==> src/rtl/tdc_capture_ctrl.sv <==
// TDC capture front-end: synchronizes start/stop events, samples the Gray-coded ring oscillator
// and counts reference cycles between events, then issues a fixed-width enable strobe.
module tdc_capture_ctrl #(
  parameter int unsigned size_of_counters = 8,
  parameter int unsigned enable_len       = 2
) (
  input  logic                        clk,
  input  logic                        rst_n,
  input  logic                        start_in,
  input  logic                        stop_in,
  input  logic [size_of_counters-1:0] ro_gray,
  output logic [size_of_counters-1:0] Coarse,
  output logic [size_of_counters-1:0] Fine_START,
  output logic [size_of_counters-1:0] Fine_STOP,
  output logic                        enable,
  output logic                        busy,
  output logic                        overflow
);

  localparam int unsigned N = size_of_counters;
  localparam logic [N-1:0] CntOne  = {{(N-1){1'b0}}, 1'b1};
  localparam logic [N-1:0] CntMax  = {N{1'b1}};
  localparam logic [N-1:0] CntLast = {{(N-1){1'b1}}, 1'b0};
  localparam logic [3:0]   StrbLast = 4'(enable_len - 1);

  typedef enum logic [1:0] {StIdle, StRun, StStrobe} state_e;

  state_e state_q, state_d;

  logic start_meta_q, start_sync_q, start_hist_q;
  logic stop_meta_q, stop_sync_q, stop_hist_q;
  logic start_ev, stop_ev;

  logic [N-1:0] sample;
  logic [N-1:0] cnt_q, cnt_d;
  logic [N-1:0] coarse_q, coarse_d;
  logic [N-1:0] fine_start_q, fine_start_d;
  logic [N-1:0] fine_stop_q, fine_stop_d;
  logic         overflow_q, overflow_d;
  logic [3:0]   strb_q, strb_d;
  logic         enable_q, enable_d;
  logic         busy_d;

  // History keeps running in every state so a level held through STROBE is not re-detected.
  always_ff @(posedge clk or negedge rst_n) begin
    if (!rst_n) begin
      start_meta_q <= 1'b0;
      start_sync_q <= 1'b0;
      start_hist_q <= 1'b0;
      stop_meta_q  <= 1'b0;
      stop_sync_q  <= 1'b0;
      stop_hist_q  <= 1'b0;
    end else begin
      start_meta_q <= start_in;
      start_sync_q <= start_meta_q;
      start_hist_q <= start_sync_q;
      stop_meta_q  <= stop_in;
      stop_sync_q  <= stop_meta_q;
      stop_hist_q  <= stop_sync_q;
    end
  end

  assign start_ev = start_sync_q & ~start_hist_q;
  assign stop_ev  = stop_sync_q & ~stop_hist_q;

  // Binary bit i is the XOR of all Gray bits at or above i.
  always_comb begin
    sample = '0;
    for (int i = 0; i < int'(N); i++) begin
      sample[i] = ^(ro_gray >> i);
    end
  end

  always_ff @(posedge clk or negedge rst_n) begin
    if (!rst_n) begin
      state_q <= StIdle;
    end else begin
      state_q <= state_d;
    end
  end

  always_comb begin
    state_d = state_q;
    unique case (state_q)
      StIdle: begin
        if (start_ev) begin
          state_d = stop_ev ? StStrobe : StRun;
        end
      end
      StRun: begin
        if (stop_ev || (cnt_q == CntLast)) begin
          state_d = StStrobe;
        end
      end
      StStrobe: begin
        if (strb_q == StrbLast) begin
          state_d = StIdle;
        end
      end
      default: state_d = StIdle;
    endcase
  end

  always_comb begin
    enable_d = (state_q == StStrobe);
    busy_d   = (state_q != StIdle);
  end

  always_comb begin
    cnt_d        = cnt_q;
    coarse_d     = coarse_q;
    fine_start_d = fine_start_q;
    fine_stop_d  = fine_stop_q;
    overflow_d   = overflow_q;
    strb_d       = 4'd0;
    unique case (state_q)
      StIdle: begin
        if (start_ev) begin
          fine_start_d = sample;
          cnt_d        = '0;
          overflow_d   = 1'b0;
          if (stop_ev) begin
            coarse_d    = '0;
            fine_stop_d = sample;
          end
        end
      end
      StRun: begin
        if (stop_ev) begin
          coarse_d    = cnt_q + CntOne;
          fine_stop_d = sample;
        end else begin
          cnt_d = cnt_q + CntOne;
          // Saturation: the count would become all-ones, so end the measurement here.
          if (cnt_q == CntLast) begin
            coarse_d    = CntMax;
            fine_stop_d = sample;
            overflow_d  = 1'b1;
          end
        end
      end
      StStrobe: begin
        strb_d = strb_q + 4'd1;
      end
      default: begin
        strb_d = 4'd0;
      end
    endcase
  end

  always_ff @(posedge clk or negedge rst_n) begin
    if (!rst_n) begin
      cnt_q        <= '0;
      coarse_q     <= '0;
      fine_start_q <= '0;
      fine_stop_q  <= '0;
      overflow_q   <= 1'b0;
      strb_q       <= 4'd0;
      enable_q     <= 1'b0;
    end else begin
      cnt_q        <= cnt_d;
      coarse_q     <= coarse_d;
      fine_start_q <= fine_start_d;
      fine_stop_q  <= fine_stop_d;
      overflow_q   <= overflow_d;
      strb_q       <= strb_d;
      enable_q     <= enable_d;
    end
  end

  assign Coarse     = coarse_q;
  assign Fine_START = fine_start_q;
  assign Fine_STOP  = fine_stop_q;
  assign overflow   = overflow_q;
  assign enable     = enable_q;
  assign busy       = busy_d;

endmodule

==> config.mk <==
export PLATFORM = sky130hd
export DESIGN_NAME = tdc_capture_ctrl
export DESIGN_NICKNAME = d
export VERILOG_FILES = /design/src/rtl/tdc_capture_ctrl.sv
export SDC_FILE = /design/constraint.sdc
export NUM_CORES = 1
export LEC_CHECK = 0
export ABC_AREA = 1
export BUFFER_PORTS_ARGS = -buffer_cell sky130_fd_sc_hd__clkbuf_2
export CORE_ASPECT_RATIO = 0.8
export CORE_MARGIN = 3
export CORE_UTILIZATION = 45
export DETAILED_ROUTE_END_ITERATION = 16
export PLACE_DENSITY = 0.65
export SETUP_SLACK_MARGIN = 0.02
export SYNTH_ARGS = -nofsm -noshare
export SYNTH_HDL_FRONTEND = slang
export SYNTH_SLANG_ARGS = --single-unit
==> constraint.sdc <==
create_clock -name clk -period 1.74 [get_ports clk]
set_input_delay 0.348 -clock clk [delete_from_list [all_inputs] [get_ports clk]]
set_output_delay 0.348 -clock clk [all_outputs]
set_load 0.1 [all_outputs]
After elaboration in Yosys (flattened, before gate mapping)
Cells that the tools add are included.

cells by class
  $add $sub $neg = 2
  eq/ne operators = 11
  muxes and demuxes = 23
  bitwise logic cells = 4
  reduce and logical (&&, ||, !) cells = 17

operators by type and width
  cell                   number
  $mux W8                10
  $reduce_xor A8 Y1      8
  $pmux W8 S2            3
  $ne A2 B2 Y1 const B   5
  $add A8 B1 Y8 const B  1
  $eq A8 B8 Y1 const B   1
  $mux W2                4
  $reduce_and A4 Y1      2
  $pmux W2 S3            1
  $reduce_and A3 Y1      2
  $add A4 B1 Y4 const B  1
  $eq A4 B1 Y1 const B   1
  $mux W4                1
  $reduce_bool A2 Y1     2
  $mux W1                3
  $ne A3 B3 Y1 const B   1
  $and A1 B1 Y1          2
  $eq A2 B1 Y1 const B   1
  $eq A2 B2 Y1 const B   1
  $logic_not A2 Y1       1
  $ne A2 B1 Y1 const B   1
  $not A1 Y1             2
  $pmux W1 S2            1
  $reduce_and A2 Y1      1
  $logic_or A1 B1 Y1     1

word-level totals
  register bits after elaboration = 46
  output and inout bits = 27
  word-level logic and storage cells = 71

Logic depth before layout (Yosys ltp)
Gate-level depths: netlist (run 1).

  depth in word-level cells = 5
  gate-level depth with buffers = 10

Least setup slack after synthesis (run 1)
No wires, ideal clock.

  path kind = register to register
  start = register state_q[0]
  end = register fine_start_q[4] (netlist: Fine_START[4])
  setup time = 0.129 ns
  arrival time = 1.339 ns
  data required time = 1.611 ns
  path slack = 0.272 ns
  stages on the path, launching flop included = 8
  buffers on the path = 1
  cell sequence = dfrtp_1 > nor2_2 > inv_2 > nor2_4 > inv_2 > buf_2 > nand2_1 > o21ai_0

on the way
  longest elaborated chain between the ends = 2

RTL lines
  element                      RTL line  text
  start: declaration           28        state_e state_q, state_d;
  start signal: assignment     76        state_q <= StIdle;
  start signal: assignment     78        state_q <= state_d;
  $logic_not A2 Y1             116       unique case (state_q)
  $reduce_and A2 Y1 (no line)  -
  end signal: assignment       163       fine_start_q <= fine_start_d;
  end: declaration             37        logic [N-1:0] fine_start_q, fine_start_d;

Every way passes these cells.
A chain may end at the register's enable or synchronous reset.

Worst setup path in the final report (run 1)
  start = register state_q[0]
  end = output port busy

on the way
  longest elaborated chain between the ends = 1

RTL lines
  element             RTL line  text
  $reduce_bool A2 Y1  106       busy_d = (state_q != StIdle);
  end: declaration    16        output logic busy,

Every way passes these cells.

==> results of run 1 <==
[sequential cells by signal (all words and copies together) (netlist names)]
| name | cells |
|---|---|
| start_meta_q | 1 |
| enable | 1 |
| state_q | 2 |
| Coarse | 8 |
| start_sync_q | 1 |
| cnt_q | 8 |
| start_hist_q | 1 |
| Fine_START | 8 |
| Fine_STOP | 8 |
| strb_q | 4 |
| stop_sync_q | 1 |
| overflow | 1 |
| stop_meta_q | 1 |
| stop_hist_q | 1 |
[kinds of logic after synthesis]
kind of cell | count (synthesis) | share of synthesized area [%]
simple gates | 170 | 32.18
flops | 46 | 50.44
buf+inv | 31 | 6.524
compound gates | 30 | 7.127
xor+xnor | 4 | 1.535
fa+ha+maj | 4 | 2.193
[routing by layer]
| layer | routed length (um) | GRT usage (%) | up-vias |
|---|---|---|---|
| met4 | 25 | 3.691 | 0 |
| met1 | 2464 | 26.21 | 858 |
| met3 | 183 | 4.157 | 2 |
| met2 | 1933 | 23.36 | 31 |
| li1 | - | - | 965 |
| met5 | 0 | 0 | - |
[cell type report]
cell class / count / area, um^2 / share of cell area [%]
inverter: 27 / 101.3 / 3.900
clock buffer: 7 / 76.32 / 2.937
multi-input combinational: 208 / 982.2 / 37.79
sequential: 46 / 1151 / 44.29
timing repair buffer: 39 / 212.7 / 8.185
tap: 60 / 75.07 / 2.889
[per-stage QoR]
step | util, % | setup slack, ps | hold slack, ps | instance area (um^2) | instances
after CTS | 54.89 | 207.8 | 41.95 | 2599 | 387
after detailed placement | 53.28 | 261.0 | 337.1 | 2522 | 380
after global placement | 53.28 | 274.3 | 338.7 | 2522 | 380
final | 54.89 | 214.5 | 32.28 | 2599 | 387
after floorplan | - | 271.9 | 52.41 | 2282 | 285
after global routing | 54.89 | 67.10 | 41.27 | 2599 | 387
[path summary, 6_finish.rpt]
check	endpoint	slack, ps	depth (start not counted)
setup reg to reg	Coarse[0]$_DFFE_PN0P_	250	10
setup / recovery	busy	210	3
hold / removal	Fine_STOP[5]$_DFFE_PN0P_	30	2
hold reg to reg	stop_sync_q$_DFF_PN0_	350	0
min in group clk	stop_meta_q$_DFF_PN0_	170	1
max in group asynchronous	cnt_q[0]$_DFFE_PN0P_	1500	2
[layout by cell type, fill, tap and decap left out, types with 2 or more instances in the layout]
cell,Yosys,final
inv_1,24,24
xor2_1,3,3
o22ai_1,2,2
nor2_4,3,3
o21ai_0,18,18
clkbuf_1,0,2
a21oi_1,5,5
nand2_4,2,2
clkbuf_2,0,37
ha_1,4,4
o21ai_2,2,2
clkbuf_8,0,5
nor2_1,12,12
o21ai_1,2,2
nor2_2,3,3
inv_2,3,3
dfrtp_1,46,46
nand2_2,9,9
nand2_1,127,127
nand3_1,12,12
[worst reg2reg max path: stages, from the launching register on]
cell and delay (ps):
dfrtp_1 400, inv_1 100, ha_1 150, nand2_1 40
nor2_1 110, nand2_2 90, nand2_4 90, inv_2 50
nor2_2 190, o21ai_0 150, nand2_1 80
==> impl_metrics.csv, run 1 <==
group,metric,value,unit
sta,hold_viol,0,
global_route,grt_use_total,16.82,%
hold_path,hold_class,"input pin to async pin",
route,first_iter_violations,106,
outcome,status,"complete, no violations",
clock_tree,holdBufCountCts,0,
route,routed_wl,4.606,mm
global_route,grt_start_max_net_pins,47,
route,detail_route.vias_per_cell,4.796,
clock_tree,clock_path_buffers,2,
logic_synthesis,netlist_top_cells_area,"dfrtp_1 50%, nand2_1 21%, o21ai_0 3.9%",
global_route,grt_pass1_vias,1721,
critical_path,crit_arrival,1180,ps
critical_path,startpoint,"state_q[0]$_DFFE_PN0P_",
critical_path,crit_chain,"nor2_2 -> inv_2 -> buf_4",
floorplanning,start_util,48.20,%
placed_design,place_hpwl,3.473,mm
logic_synthesis,syn_avg_cell_area,8.008,um^2
sta,max_freq,0.6555,GHz
logic_synthesis,synth.most_common_cell,"nand2_1",
logic_synthesis,synth_cell_types,24,
logic_synthesis,yosysWarnings,0,
clock_tree,worstSkewPairLatency,290,ps
floorplanning,die_height,69.70,um
logic_synthesis,synth_seq_area_share,50.44,%
global_route,grt_overflow,0,
sta,period_minus_slack,1526,ps
logic_synthesis,syn-num-nets,301,
clock_tree,cts_htree_levels,2,
clock_tree,cts_root_buf,"clkbuf_8",
logic_synthesis,async_flop_share,100.0,%
critical_path,slowest_stage,"dfrtp_1",
route,detail-route-antenna-nets,0,
logic_synthesis,synth_seq_cells,46,
logic_synthesis,synth_ff_type,"dfrtp_1",
critical_path,startpoint_type,"register",
critical_path,critical-path-max-stage-delay,440,ps
critical_path,end_kind,"output pin",
clock_tree,cts_resized,0,
route,wl_per_cell,11.90,um
finish,diodes,0,
critical_path,path_class,"register to output pin",
route,drc,0,
floorplanning,die_w,85.62,um
clock_tree,clkTransAtPathRegs,70,ps
logic_synthesis,synth_edf_count,0,
floorplanning,io_pins,39,
floorplanning,design.core.area,0.004735,mm^2
logic_synthesis,syn_inst,285,
sta,tightestPinTransition,545.9,ps
placed_design,place.gp.congestion,0.8763,
sta,tns,0,ps
logic_synthesis,synth_top_area_share,50.44,%
logic_synthesis,synthTopCellsByCount,"127 x nand2_1, 46 x dfrtp_1, 24 x inv_1",
placed_design,io_buffers,38,
clock_tree,post_cts_buffers,0,
logic_synthesis,synth_area,0.002282,mm^2
route,drt_pass1_iterations,4,
finish,fillCellCount,475,
run,drv_cap,0,
critical_path,rr_startpoint,"cnt_q[0]$_DFFE_PN0P_",
global_route,grt_pass1_wl,8.017,mm
critical_path,cp_data_required_time,1390,ps
floorplanning,dieArea,0.005967,mm^2
global_route,antenna_found_initial,0,
clock_tree,clock_sinks,46,
route,vias,1856,
sta,setup_viol,0,
sta,period_share,87.67,%
sta,rsz0062_at_grt,"false",
sta,drv_slew,0,
clock_tree,cts_inserted_buffers,5,
critical_path,cp.buffers_inverters,2,
critical_path,worstPathMaxFanout,5,
logic_synthesis,synth_area_leader_cell,"dfrtp_1",
finish,drive_above_1_share,20.49,%
clock_tree,tritoncts,"yes",
critical_path,cp_top_family,"flip-flops",
sta,fin_worst_skew,7.977,ps
floorplanning,rows,22,
finish,finalNetCount,343,
sta,slew_headroom,63.76,%
finish,area_delta_synth_final,13.87,%
Power of run 1 is left out: the tool's default activity adds up to more than one toggle a clock period on the data nets, which glitch-free logic cannot reach.
==> run 2, diff against run 1 <==
--- a/config.mk
+++ b/config.mk
@@ -10,6 +10,7 @@
 export CORE_ASPECT_RATIO = 0.8
 export CORE_MARGIN = 3
 export CORE_UTILIZATION = 45
+export CTS_BUF_LIST = sky130_fd_sc_hd__clkbuf_4 sky130_fd_sc_hd__clkbuf_8
 export DETAILED_ROUTE_END_ITERATION = 16
 export PLACE_DENSITY = 0.65
 export SETUP_SLACK_MARGIN = 0.02
==> run 2 against run 1 <==
Compared with the run above:
- via count is 0.11% higher
- sequential share of layout area down 0.13 points
- fmax hardly changed
- critical path depth is the same
- sequential cell count stayed put
- register-to-register slack barely moved
- non-clock buffer count did not move
- routed wire length is 0.28% higher
==> impl_metrics.csv, run 2 (synthesis results as in run 1) <==
group,metric,value,unit
route,first_iter_violations,102,
route,detail-route-antenna-nets,0,
critical_path,critical-path-max-stage-delay,440,ps
sta,period_share,87.68,%
route,wl_per_cell,11.94,um
global_route,grt_pass1_wl,8.038,mm
critical_path,crit_arrival,1180,ps
sta,hold_viol,0,
route,drt_pass1_iterations,4,
critical_path,worstPathMaxFanout,5,
sta,max_freq,0.6554,GHz
floorplanning,design.core.area,0.004735,mm^2
placed_design,place.gp.congestion,0.8763,
global_route,grt_use_total,16.85,%
route,drc,0,
floorplanning,io_pins,39,
clock_tree,cts_resized,0,
sta,tns,0,ps
clock_tree,cts_root_buf,"clkbuf_8",
critical_path,crit_chain,"nor2_2 -> inv_2 -> buf_4",
route,routed_wl,4.619,mm
critical_path,cp_top_family,"flip-flops",
placed_design,io_buffers,38,
sta,tightestPinTransition,545.9,ps
clock_tree,clkTransAtPathRegs,80,ps
clock_tree,tritoncts,"yes",
hold_path,hold_class,"input pin to async pin",
global_route,grt_start_max_net_pins,47,
placed_design,place_hpwl,3.473,mm
floorplanning,rows,22,
sta,period_minus_slack,1526,ps
finish,finalNetCount,343,
critical_path,cp.buffers_inverters,2,
clock_tree,holdBufCountCts,0,
finish,fillCellCount,473,
critical_path,cp_data_required_time,1390,ps
run,drv_cap,0,
clock_tree,post_cts_buffers,0,
floorplanning,dieArea,0.005967,mm^2
floorplanning,start_util,48.20,%
outcome,status,"complete, no violations",
clock_tree,clock_sinks,46,
critical_path,path_class,"register to output pin",
global_route,grt_pass1_vias,1728,
route,vias,1858,
clock_tree,cts_inserted_buffers,5,
finish,diodes,0,
clock_tree,worstSkewPairLatency,290,ps
floorplanning,die_w,85.62,um
sta,setup_viol,0,
finish,drive_above_1_share,21.10,%
finish,final_common_cell,"nand2_1",
route,detail_route.vias_per_cell,4.801,
clock_tree,cts_htree_levels,2,
finish,mostFrequentLayoutCells,"127 x nand2_1, 46 x dfrtp_1, 37 x clkbuf_2, 24 x inv_1, 18 x o21ai_0",
finish,area_delta_synth_final,14.20,%
critical_path,startpoint_type,"register",
clock_tree,clock_path_buffers,2,
global_route,antenna_found_initial,0,
sta,rsz0062_at_grt,"false",
global_route,grt_overflow,0,
critical_path,slowest_stage,"dfrtp_1",
sta,fin_worst_skew,6.686,ps
sta,slew_headroom,63.76,%
floorplanning,die_height,69.70,um
critical_path,end_kind,"output pin",
sta,drv_slew,0,
## run 2: through the flow
step | setup WS [ps] | utilization [%] | instances | hold WS (ps) | cell area (um^2)
2_1_floorplan | 271.9 | - | 285 | 52.41 | 2282
3_3_place_gp | 274.3 | 53.28 | 380 | 338.7 | 2522
3_5_place_dp | 261.0 | 53.28 | 380 | 337.1 | 2522
4_1_cts | 206.6 | 55.05 | 387 | 42.10 | 2606
5_1_grt | 67.04 | 55.05 | 387 | 40.99 | 2606
6_report | 214.3 | 55.05 | 387 | 30.50 | 2606
## run 2: area by class of cell
cell class | count | area (um^2) | share of cell area [%]
inverters | 27 | 101.3 | 3.889
multi-input cells | 208 | 982.2 | 37.69
well taps | 60 | 75.07 | 2.880
clock buffers | 7 | 83.83 | 3.217
repair buffers | 39 | 212.7 | 8.161
flip-flops and latches | 46 | 1151 | 44.17
## run 2: final timing paths
path                                   startpoint                    end  slack (ps)  depth (start not counted)
max                        state_q[0]$_DFFE_PN0P_                   busy         210                          3
min                                         rst_n  Coarse[2]$_DFFE_PN0P_          30                          2
max reg2reg                  cnt_q[0]$_DFFE_PN0P_  Coarse[0]$_DFFE_PN0P_         240                         10
min reg2reg                 stop_meta_q$_DFF_PN0_  stop_sync_q$_DFF_PN0_         350                          0
max in group asynchronous                   rst_n   cnt_q[0]$_DFFE_PN0P_        1500                          2
min in group clk                          stop_in  stop_meta_q$_DFF_PN0_         170                          1
## run 2: metal layers
layer / vias to the layer above / wire, um / global-route usage (%)
li1: 965 / - / -
met1: 858 / 2462 / 26.29
met2: 33 / 1955 / 23.36
met4: 0 / 25 / 3.691
met3: 2 / 176 / 4.157
met5: - / 0 / 0
Power of run 2 is left out for the same reason.
==> run 3, diff against run 2 <==
--- a/config.mk
+++ b/config.mk
@@ -7,12 +7,14 @@
 export LEC_CHECK = 0
 export ABC_AREA = 1
 export BUFFER_PORTS_ARGS = -buffer_cell sky130_fd_sc_hd__clkbuf_2
+export CAP_MARGIN = 20
 export CORE_ASPECT_RATIO = 0.8
 export CORE_MARGIN = 3
 export CORE_UTILIZATION = 45
 export CTS_BUF_LIST = sky130_fd_sc_hd__clkbuf_4 sky130_fd_sc_hd__clkbuf_8
 export DETAILED_ROUTE_END_ITERATION = 16
 export PLACE_DENSITY = 0.65
+export REMOVE_ABC_BUFFERS = 1
 export SETUP_SLACK_MARGIN = 0.02
 export SYNTH_ARGS = -nofsm -noshare
 export SYNTH_HDL_FRONTEND = slang
==> constraint.sdc (replaced) <==
create_clock -name clk -period 1.45 [get_ports clk]
set_input_delay 0.29 -clock clk [delete_from_list [all_inputs] [get_ports clk]]
set_output_delay 0.29 -clock clk [all_outputs]
set_load 0.1 [all_outputs]
==> run 3 against run 2 <==
Compared with the run above:
- sequential cell count stayed put
- routed wire length grew 7.8%
- final cell count rose by 4.1%
- critical endpoint is now Fine_STOP[0]$_DFFE_PN0P_
- critical path type is now register to register
==> impl_metrics.csv, run 3 (synthesis results as in run 1) <==
group,metric,value,unit
critical_path,cp.buffers_inverters,2,
route,drt_pass1_iterations,4,
floorplanning,design.core.area,0.004735,mm^2
critical_path,crit_chain,"inv_2 -> ha_4 -> nand2_2 -> nor2_2 -> nand2_2 -> nand2_4 -> inv_4 -> nor2_4 -> nand3_2 -> nand2_1",
sta,period_minus_slack,1448,ps
finish,fillCellCount,414,
floorplanning,io_pins,39,
floorplanning,die_height,69.70,um
floorplanning,rows,22,
critical_path,rr_startpoint,"cnt_q[0]$_DFFE_PN0P_",
critical_path,path_class,"register to register",
sta,hold_viol,0,
global_route,grt_start_max_net_pins,47,
route,detail-route-antenna-nets,0,
placed_design,io_buffers,38,
placed_design,place_hpwl,3.462,mm
clock_tree,worstSkewPairLatency,300,ps
critical_path,r2r_end,"Fine_STOP[0]$_DFFE_PN0P_",
critical_path,startpoint,"cnt_q[0]$_DFFE_PN0P_",
placed_design,pre_cts_ws,-43.37,ps
clock_tree,clock_sinks,46,
critical_path,critPathMostFrequentCell,"nand2_2",
sta,tns,0,ps
route,detail_route.vias_per_cell,4.839,
critical_path,critical-path-max-stage-delay,400,ps
route,drc,0,
critical_path,crit_arrival,1680,ps
critical_path,worstRegToRegCells,10,
floorplanning,die_w,85.62,um
finish,final_common_cell,"nand2_1",
route,routed_wl,4.980,mm
sta,setup_viol,0,
critical_path,startpoint_type,"register",
placed_design,place.gp.congestion,0.8794,
clock_tree,clock_path_buffers,2,
route,vias,1950,
global_route,grt_overflow,0,
global_route,grt_pass1_vias,1754,
route,first_iter_violations,87,
sta,max_freq,0.6905,GHz
global_route,grt_use_total,16.39,%
finish,diodes,0,
critical_path,worstPathMaxFanout,6,
clock_tree,cts_htree_levels,2,
outcome,status,"complete, no violations",
floorplanning,dieArea,0.005967,mm^2
sta,tightestPinTransition,280.9,ps
sta,rsz0062_at_grt,"true",
sta,period_share,99.88,%
sta,fin_worst_skew,6.640,ps
critical_path,end_kind,"register",
clock_tree,cts_root_buf,"clkbuf_8",
global_route,antenna_found_initial,0,
hold_path,hold_class,"input pin to register",
finish,finalNetCount,358,
finish,area_delta_synth_final,28.34,%
run,drv_cap,0,
clock_tree,clkTransAtPathRegs,80,ps
clock_tree,cts_inserted_buffers,5,
finish,drive_above_1_share,28.28,%
global_route,grt_pass1_wl,7.824,mm
finish,mostFrequentLayoutCells,"126 x nand2_1, 44 x dfrtp_1, 37 x buf_4, 22 x inv_1, 17 x o21ai_0",
clock_tree,tritoncts,"yes",
critical_path,cp_data_required_time,1680,ps
route,wl_per_cell,12.36,um
critical_path,cp_top_family,"simple AND/OR/NAND/NOR gates",
sta,drv_slew,0,
sta,timing.final.ws_setup,1.706,ps
hold_path,hold_end,"stop_meta_q$_DFF_PN0_",
hold_path,min_from,"stop_in",
critical_path,slowest_stage,"dfrtp_1",
sta,slew_headroom,81.43,%
floorplanning,start_util,48.20,%
hold_path,holdPathStages,1,
critical_path,reg2reg_slack,2,ps
run 3: worst max-delay path by stage:
stage	slack, ps	end	cells past startpoint
final	2	Fine_STOP[0]$_DFFE_PN0P_	10
after global routing	-90	Coarse[1]$_DFFE_PN0P_	10
after CTS	20	Coarse[5]$_DFFE_PN0P_	9
after detailed placement	-40	Fine_STOP[0]$_DFFE_PN0P_	10
after global placement	20	Fine_STOP[1]$_DFFE_PN0P_	10
after floorplan	-40	cnt_q[1]$_DFFE_PN0P_	7
run 3: timing repair:
item	in CTS	in global routing
hold buffers	1	0
endpoints found under the setup margin	10	23
endpoints found under the hold margin	46	0
pin swaps	0	10
gates resized for setup	4	20
buffers inserted	2	4
gates cloned	0	2
run 3: final cells by class:
cell class              instances  area, um^2  area share [%]
clock buffers                   5       68.82           2.349
clock inverters                 3       40.04           1.367
inverters                      27       106.4           3.631
multi-input cells             210        1082           36.95
flip-flops and latches         46        1154           39.38
well taps                      60       75.07           2.563
repair buffers                 52       402.9           13.75
run 3: metal layers:
| metal | vias to the layer above | global-route usage (%) | share of wire, % |
|---|---|---|---|
| met5 | - | 0 | 0 |
| met4 | 0 | 5.800 | 1.5 |
| met3 | 7 | 3.563 | 4.4 |
| met2 | 42 | 24.66 | 45 |
| met1 | 908 | 23.24 | 50 |
| li1 | 993 | - | - |
run 3: per-stage QoR:
step / cell area (um^2) / hold slack (ps) / cells / util [%]
floorplan: 2235 / -5.591 / 281 / -
global placement: 2645 / 292.8 / 386 / 55.87
detailed placement: 2645 / 292.5 / 386 / 55.87
CTS: 2795 / 85.42 / 397 / 59.04
global route: 2929 / 80.56 / 403 / 61.87
finish: 2929 / 94.97 / 403 / 61.87
run 3: worst reg2reg max path: cells and delay by family, from the launching register on:
kind,cells,cell delay [ps]
and+or+nand+nor,7,710
adders and majority gates,1,130
DFF,1,400
buffers and inverters,2,150
Power of run 3 is left out for the same reason.
